`src/rtl/hilo_pkg.sv`:
```
// Shared constants and types for the HI/LO multiply-result register block.
package hilo_pkg;

   localparam int unsigned CNT_W           = 6;
   localparam int unsigned DATA_W          = 32;
   localparam int unsigned MUL_LAT_DEFAULT = 32;

   // FSM state encoding
   localparam logic [1:0] ST_IDLE    = 2'd0;
   localparam logic [1:0] ST_WAIT    = 2'd1;
   localparam logic [1:0] ST_CAPTURE = 2'd2;

   // rd_sel encoding
   localparam logic SEL_LO = 1'b0;
   localparam logic SEL_HI = 1'b1;

   // Upstream product as delivered on prod_in: {hi, lo}
   typedef struct packed {
      logic [DATA_W-1:0] hi;
      logic [DATA_W-1:0] lo;
   } hilo_t;

   // Counter reload value: two cycles are spent in the IDLE->WAIT and CAPTURE transitions
   function automatic logic [CNT_W-1:0] lat_load(input int unsigned lat);
      return CNT_W'(lat - 32'd2);
   endfunction

endpackage

```
`src/rtl/hilo_lat_counter.sv`:
```
// Loadable down-counter tracking the remaining multiplier latency.
module hilo_lat_counter
   import hilo_pkg::*;
(
   input  logic             clk,
   input  logic             reset,
   input  logic             load,
   input  logic [CNT_W-1:0] load_val,
   input  logic             dec,
   output logic             zero_c
);

   logic [CNT_W-1:0] count;

   // Load has priority over decrement; decrement saturates at zero
   always_ff @(posedge clk) begin
      if (reset) begin
         count <= '0;
      end else if (load) begin
         count <= load_val;
      end else if (dec && (count != '0)) begin
         count <= count - CNT_W'(1);
      end
   end

   assign zero_c = (count == '0);

endmodule

```
`src/rtl/hilo_unit.sv`:
```
// HI/LO register file: captures multiplier products and serves MFHI/MFLO/MTHI/MTLO.
module hilo_unit
   import hilo_pkg::*;
#(
   parameter int unsigned MUL_LAT = MUL_LAT_DEFAULT
)(
   input  logic        clk,
   input  logic        reset,
   input  logic        mul_start,
   input  logic [63:0] prod_in,
   input  logic        mthi,
   input  logic        mtlo,
   input  logic [31:0] wr_data,
   input  logic        rd_req,
   input  logic        rd_sel,
   output logic [31:0] rd_data,
   output logic        rd_valid,
   output logic        stall,
   output logic        busy,
   output logic [31:0] hi,
   output logic [31:0] lo
);

   localparam logic [CNT_W-1:0] LAT_LOAD = lat_load(MUL_LAT);

   logic [1:0] state;
   logic [1:0] state_nxt;
   logic       cnt_load;
   logic       cnt_dec;
   logic       cnt_zero_c;
   logic       capture;
   hilo_t      prod;

   assign prod  = prod_in;
   assign busy  = (state != ST_IDLE);
   assign stall = (rd_req | mthi | mtlo) & (busy | mul_start);

   hilo_lat_counter u_lat_counter (
      .clk      (clk),
      .reset    (reset),
      .load     (cnt_load),
      .load_val (LAT_LOAD),
      .dec      (cnt_dec),
      .zero_c   (cnt_zero_c)
   );

   // State register
   always_ff @(posedge clk) begin
      if (reset) begin
         state <= ST_IDLE;
      end else begin
         state <= state_nxt;
      end
   end

   // Next-state and counter control; a new mul_start always restarts the latency window
   always_comb begin
      state_nxt = state;
      cnt_load  = 1'b0;
      cnt_dec   = 1'b0;
      capture   = 1'b0;
      case (state)
         ST_IDLE: begin
            if (mul_start) begin
               state_nxt = ST_WAIT;
               cnt_load  = 1'b1;
            end
         end
         ST_WAIT: begin
            if (mul_start) begin
               cnt_load = 1'b1;
            end else if (cnt_zero_c) begin
               state_nxt = ST_CAPTURE;
            end else begin
               cnt_dec = 1'b1;
            end
         end
         ST_CAPTURE: begin
            capture = 1'b1;
            if (mul_start) begin
               state_nxt = ST_WAIT;
               cnt_load  = 1'b1;
            end else begin
               state_nxt = ST_IDLE;
            end
         end
         default: begin
            state_nxt = ST_IDLE;
         end
      endcase
   end

   // HI/LO write port: product capture, or MTHI/MTLO when not stalled
   always_ff @(posedge clk) begin
      if (reset) begin
         hi <= '0;
         lo <= '0;
      end else if (capture) begin
         hi <= prod.hi;
         lo <= prod.lo;
      end else if (!stall) begin
         if (mthi) hi <= wr_data;
         if (mtlo) lo <= wr_data;
      end
   end

   // Read port samples the pre-write HI/LO, giving read-before-write ordering
   always_ff @(posedge clk) begin
      if (reset) begin
         rd_data  <= '0;
         rd_valid <= 1'b0;
      end else begin
         rd_valid <= 1'b0;
         if (rd_req && !stall) begin
            rd_data  <= (rd_sel == SEL_LO) ? lo : hi;
            rd_valid <= 1'b1;
         end
      end
   end

endmodule

```
`config.mk`:
```
export PLATFORM = sky130hd
export DESIGN_NAME = hilo_unit
export DESIGN_NICKNAME = d
export VERILOG_FILES = /design/src/rtl/hilo_pkg.sv /design/src/rtl/hilo_lat_counter.sv /design/src/rtl/hilo_unit.sv
export SDC_FILE = /design/constraint.sdc
export NUM_CORES = 1
export LEC_CHECK = 0
export BUFFER_PORTS_ARGS = -buffer_cell sky130_fd_sc_hd__buf_2
export CORE_ASPECT_RATIO = 0.9
export CORE_MARGIN = 3
export CORE_UTILIZATION = 53
export CTS_BUF_LIST = sky130_fd_sc_hd__clkbuf_8
export CTS_CLUSTER_DIAMETER = 50
export CTS_CLUSTER_SIZE = 10
export DETAILED_ROUTE_END_ITERATION = 10
export PLACE_DENSITY = 0.88
export SLEW_MARGIN = 20
export SYNTH_ARGS = -nofsm -noshare
export SYNTH_HDL_FRONTEND = slang
export SYNTH_SLANG_ARGS = --single-unit
```
`constraint.sdc`:
```
create_clock -name clk -period 3.4 [get_ports clk]
set_clock_uncertainty 0.05 [all_clocks]
set_input_delay 0.34 -clock clk [delete_from_list [all_inputs] [get_ports clk]]
set_output_delay 0.34 -clock clk [all_outputs]
set_load 0.02 [all_outputs]
```
==> metrics.md <==
| Metric | Value |
|---|---|
| Slew HR | `25.3%` |
| Crit path time final | `2.18 ns` |
| Buffers added on ports | `201` |
| Fin nets | `787` |
| Clk root buf | `clkbuf_8` |
| RSZ-0062 raised after global routing | `no` |
| Hold buffer count at cts | `0` |
| Crit path DAT | `2.38 ns` |
| DRT antenna net count | `0` |
| Routability cong. | `0.884` |
| Total track usage | `24.8%` |
| Mapped Avg Cell Area | `9.15 µm²` |
| Total core area | `8610 µm²` |
| Crit. End Element | `flop` |
| Worst Path Max Fanout | `18` |
| Num CTS Buffers | `9` |
| CTS Sinks | `105` |
| Antenna violations before repair | `0` |
| Ports | `202` |
| RR Startpoint | `state[1]$_SDFFE_PP0P_` |
| Die W | `105 µm` |
| Pin count of the biggest net entering global routing | `106` |
| CTS H-Tree Depth | `3` |
| Clk_lat worst skew | `0.35 ns` |
| FF+latch count, synth | `105` |
| Initial DRC count | `194` |
| FMAX | `459 MHz` |
| Residual DRC | `0` |
| WP data required | `3.60 ns` |
| Met1 Use GR | `31.9%` |
| Hold Slack | `0.205 ns` |
| Status | `finished, final reports clean` |
| GRT met3 Usage | `3.72%` |
| Post-CTS Resized | `0` |
| Grt total ovfl | `0` |
| Netlist Area Pre-Place | `4720 µm²` |
| Syn nets | `620` |
| Routed Wire Length | `13.2 mm` |
| Peak supply drop | `0.202 mV` |
| CTS tree | `done` |
| Setup CP Type | `flop to flop` |
| Detailed Place HPWL | `9.21 mm` |
| Slowest cell on the critical path | `and2_1` |
| Crit-path cells | `nor3_2 -> and2_1 -> buf_4 -> nand2_1 -> a311oi_1` |
| Tightest Pin Transition | `1.12 ns` |
| Post-synth ARST share | `0%` |
| Vias | `4492` |
| Placed cells | `791` |
| Setup Fix Bufs, Post-CTS | `0` |
| Hold Crit Class | `input pin to flop` |
| Startpoint types | `flop` |
| Primary FF master, synth | `dfxtp_1` |
| EDFF count, synth | `0` |
| Pwr Density | `463 nW/µm²` |
| Layer with the highest usage | `met2` |
| Count of pins over their slew limit | `0` |
| Vias in the first global route | `4221` |
| DRT Pass-1 Iters | `5` |
| Warnings from Yosys | `0` |
| Die height | `95.5 µm` |
| Clock buffer depth | `2` |
| Seq/Total Area, Yosys | `44.5%` |
| Wire per inst | `16.3 µm` |
| Layout cell share with drive strength beyond 1 | `34.6%` |
| Setup TNS | `0 ns` |
| Post-route insts no fill | `807` |
| Die footprint | `10100 µm²` |
| Clk slew on worst S/H paths | `0.11 ns` |
| Final setup viols | `0` |
| DR vias/cell | `5.57` |
| Mapped Cells | `516` |
| # diodes | `0` |
| Distinct cells, synth | `30` |
| MaxCap Viol Count | `0` |
| Max incr delay on CP | `0.56 ns` |
| Starting density of the core | `54.9%` |
| Worst Hold Launch | `wr_data[0]` |
| Final hold viol count | `0` |
| Period utilization | `64.1%` |
| Worst Setup SP | `state[1]$_SDFFE_PP0P_` |
| Met2 Use GR | `43.0%` |
| Static Leak | `2.81 nW` |
| Synth-to-layout area growth | `24.8%` |
| First-pass GRT wire length | `20.4 mm` |
| Num rows | `32` |
==> sequential cells by signal, summed over array words and instances, names as in the netlist <==
register and cells:
lo 32, state 2, rd_data 32, hi 32, rd_valid 1, u_lat_counter.count 6
==> worst paths after layout <==
| kind | slack, ns | cells past startpoint | to |
|---|---|---|---|
| worst min register to register | 0.45 | 2 | rd_data[31]$_SDFFE_PP0P_ |
| worst max register to register | 1.22 | 5 | lo[25]$_SDFFE_PP0P_ |
| worst min-delay path | 0.20 | 3 | lo[0]$_SDFFE_PP0P_ |
| worst max-delay path | 1.22 | 5 | lo[25]$_SDFFE_PP0P_ |
==> per-layer routing <==
metal,part of all wire (%),vias to the layer above
met4,0.90,0
li1,-,2174
met2,51,193
met1,42,2108
met3,6.2,17
met5,0,-
==> cell usage after synthesis, types with 5 or more instances <==
| cell type | n | share of area, % |
|---|---|---|
| a211oi_1 | 56 | 8.9 |
| a211oi_2 | 11 | 2.9 |
| a311oi_1 | 34 | 6.3 |
| buf_2 | 14 | 1.5 |
| buf_4 | 6 | 0.95 |
| buf_6 | 8 | 1.9 |
| clkbuf_1 | 20 | 1.6 |
| dfxtp_1 | 105 | 45 |
| mux2i_1 | 64 | 14 |
| nand2_1 | 67 | 5.3 |
| nor2_1 | 101 | 8.0 |
| nor3_1 | 5 | 0.53 |
==> where the power goes <==
part	internal, W	switching (W)	total (W)
combinational	0.000191	0.000300	0.000492
clock	0.000453	0.000420	0.000873
sequential	0.00131	0.0000570	0.00136
total	0.00195	0.000777	0.00273
==> logic make-up (layout without fill, tap and decap cells) <==
family,count (synthesis),count (layout),share of synthesized area (%)
adder cells (fa/ha/maj),1,1,0.265
AO/OA/AOI/OAI,105,105,18.9
XOR/XNOR,3,3,0.557
buffers and inverters,52,224,6.25
flip-flops,105,105,44.5
multiplexers,64,64,13.6
AND/OR/NAND/NOR,186,186,15.9
==> cell type report <==
cell class              instances  area (µm²)
well taps                     119         149
fillers                       727        2720
repair buffers                205        1060
inverters                       3        11.3
multi-input cells             359        2340
clock buffers                  11         151
clock inverters                 5        78.8
flip-flops and latches        105        2100
==> cells in the final DEF (no fill, tap or decap) <==
| cell type | instances |
|---|---|
| mux2i_1 | 64 |
| nor3b_2 | 1 |
| xnor2_1 | 1 |
| o2111ai_1 | 1 |
| nand2b_4 | 1 |
| buf_2 | 200 |
| buf_4 | 3 |
| bufinv_16 | 2 |
| nor2_1 | 101 |
| nor3_2 | 1 |
| nand2_1 | 66 |
| ha_1 | 1 |
| nor2b_1 | 1 |
| buf_12 | 2 |
| inv_1 | 4 |
| and2_1 | 2 |
| a21oi_1 | 1 |
| and2_2 | 1 |
| or3_1 | 1 |
| nor3_1 | 5 |
| dfxtp_1 | 105 |
| or2_2 | 1 |
| a21oi_4 | 1 |
| a211oi_1 | 56 |
| nor4b_1 | 1 |
| o21a_1 | 1 |
| nand2_2 | 1 |
| xor2_1 | 2 |
| clkbuf_8 | 11 |
| nand2b_1 | 2 |
| clkinvlp_4 | 2 |
| a211oi_2 | 11 |
| a311oi_1 | 34 |
| nand4b_1 | 1 |
==> stage by stage <==
step | instance area, µm² | power [W] | worst slack [ns] | util (%)
final | 5890 | 0.00273 | 1.22 | 68.4
after detailed placement | 5660 | 0.00188 | 1.22 | 65.7
after global routing | 5890 | 0.00285 | 1.10 | 68.4
after CTS | 5890 | 0.00274 | 1.22 | 68.4
after floorplan | 4720 | 0.00170 | 1.95 | -
after global placement | 5660 | 0.00186 | 1.41 | 65.7
==> critical path, delay by kind of cell, from the launching register on <==
| family | cells | cell delay, ns |
|---|---|---|
| AO/OA/AOI/OAI | 1 | 0.30 |
| buffers and inverters | 1 | 0.36 |
| flip-flops | 1 | 0.40 |
| AND/OR/NAND/NOR | 3 | 0.97 |
No activity file was read; power rests on OpenSTA's default activity.
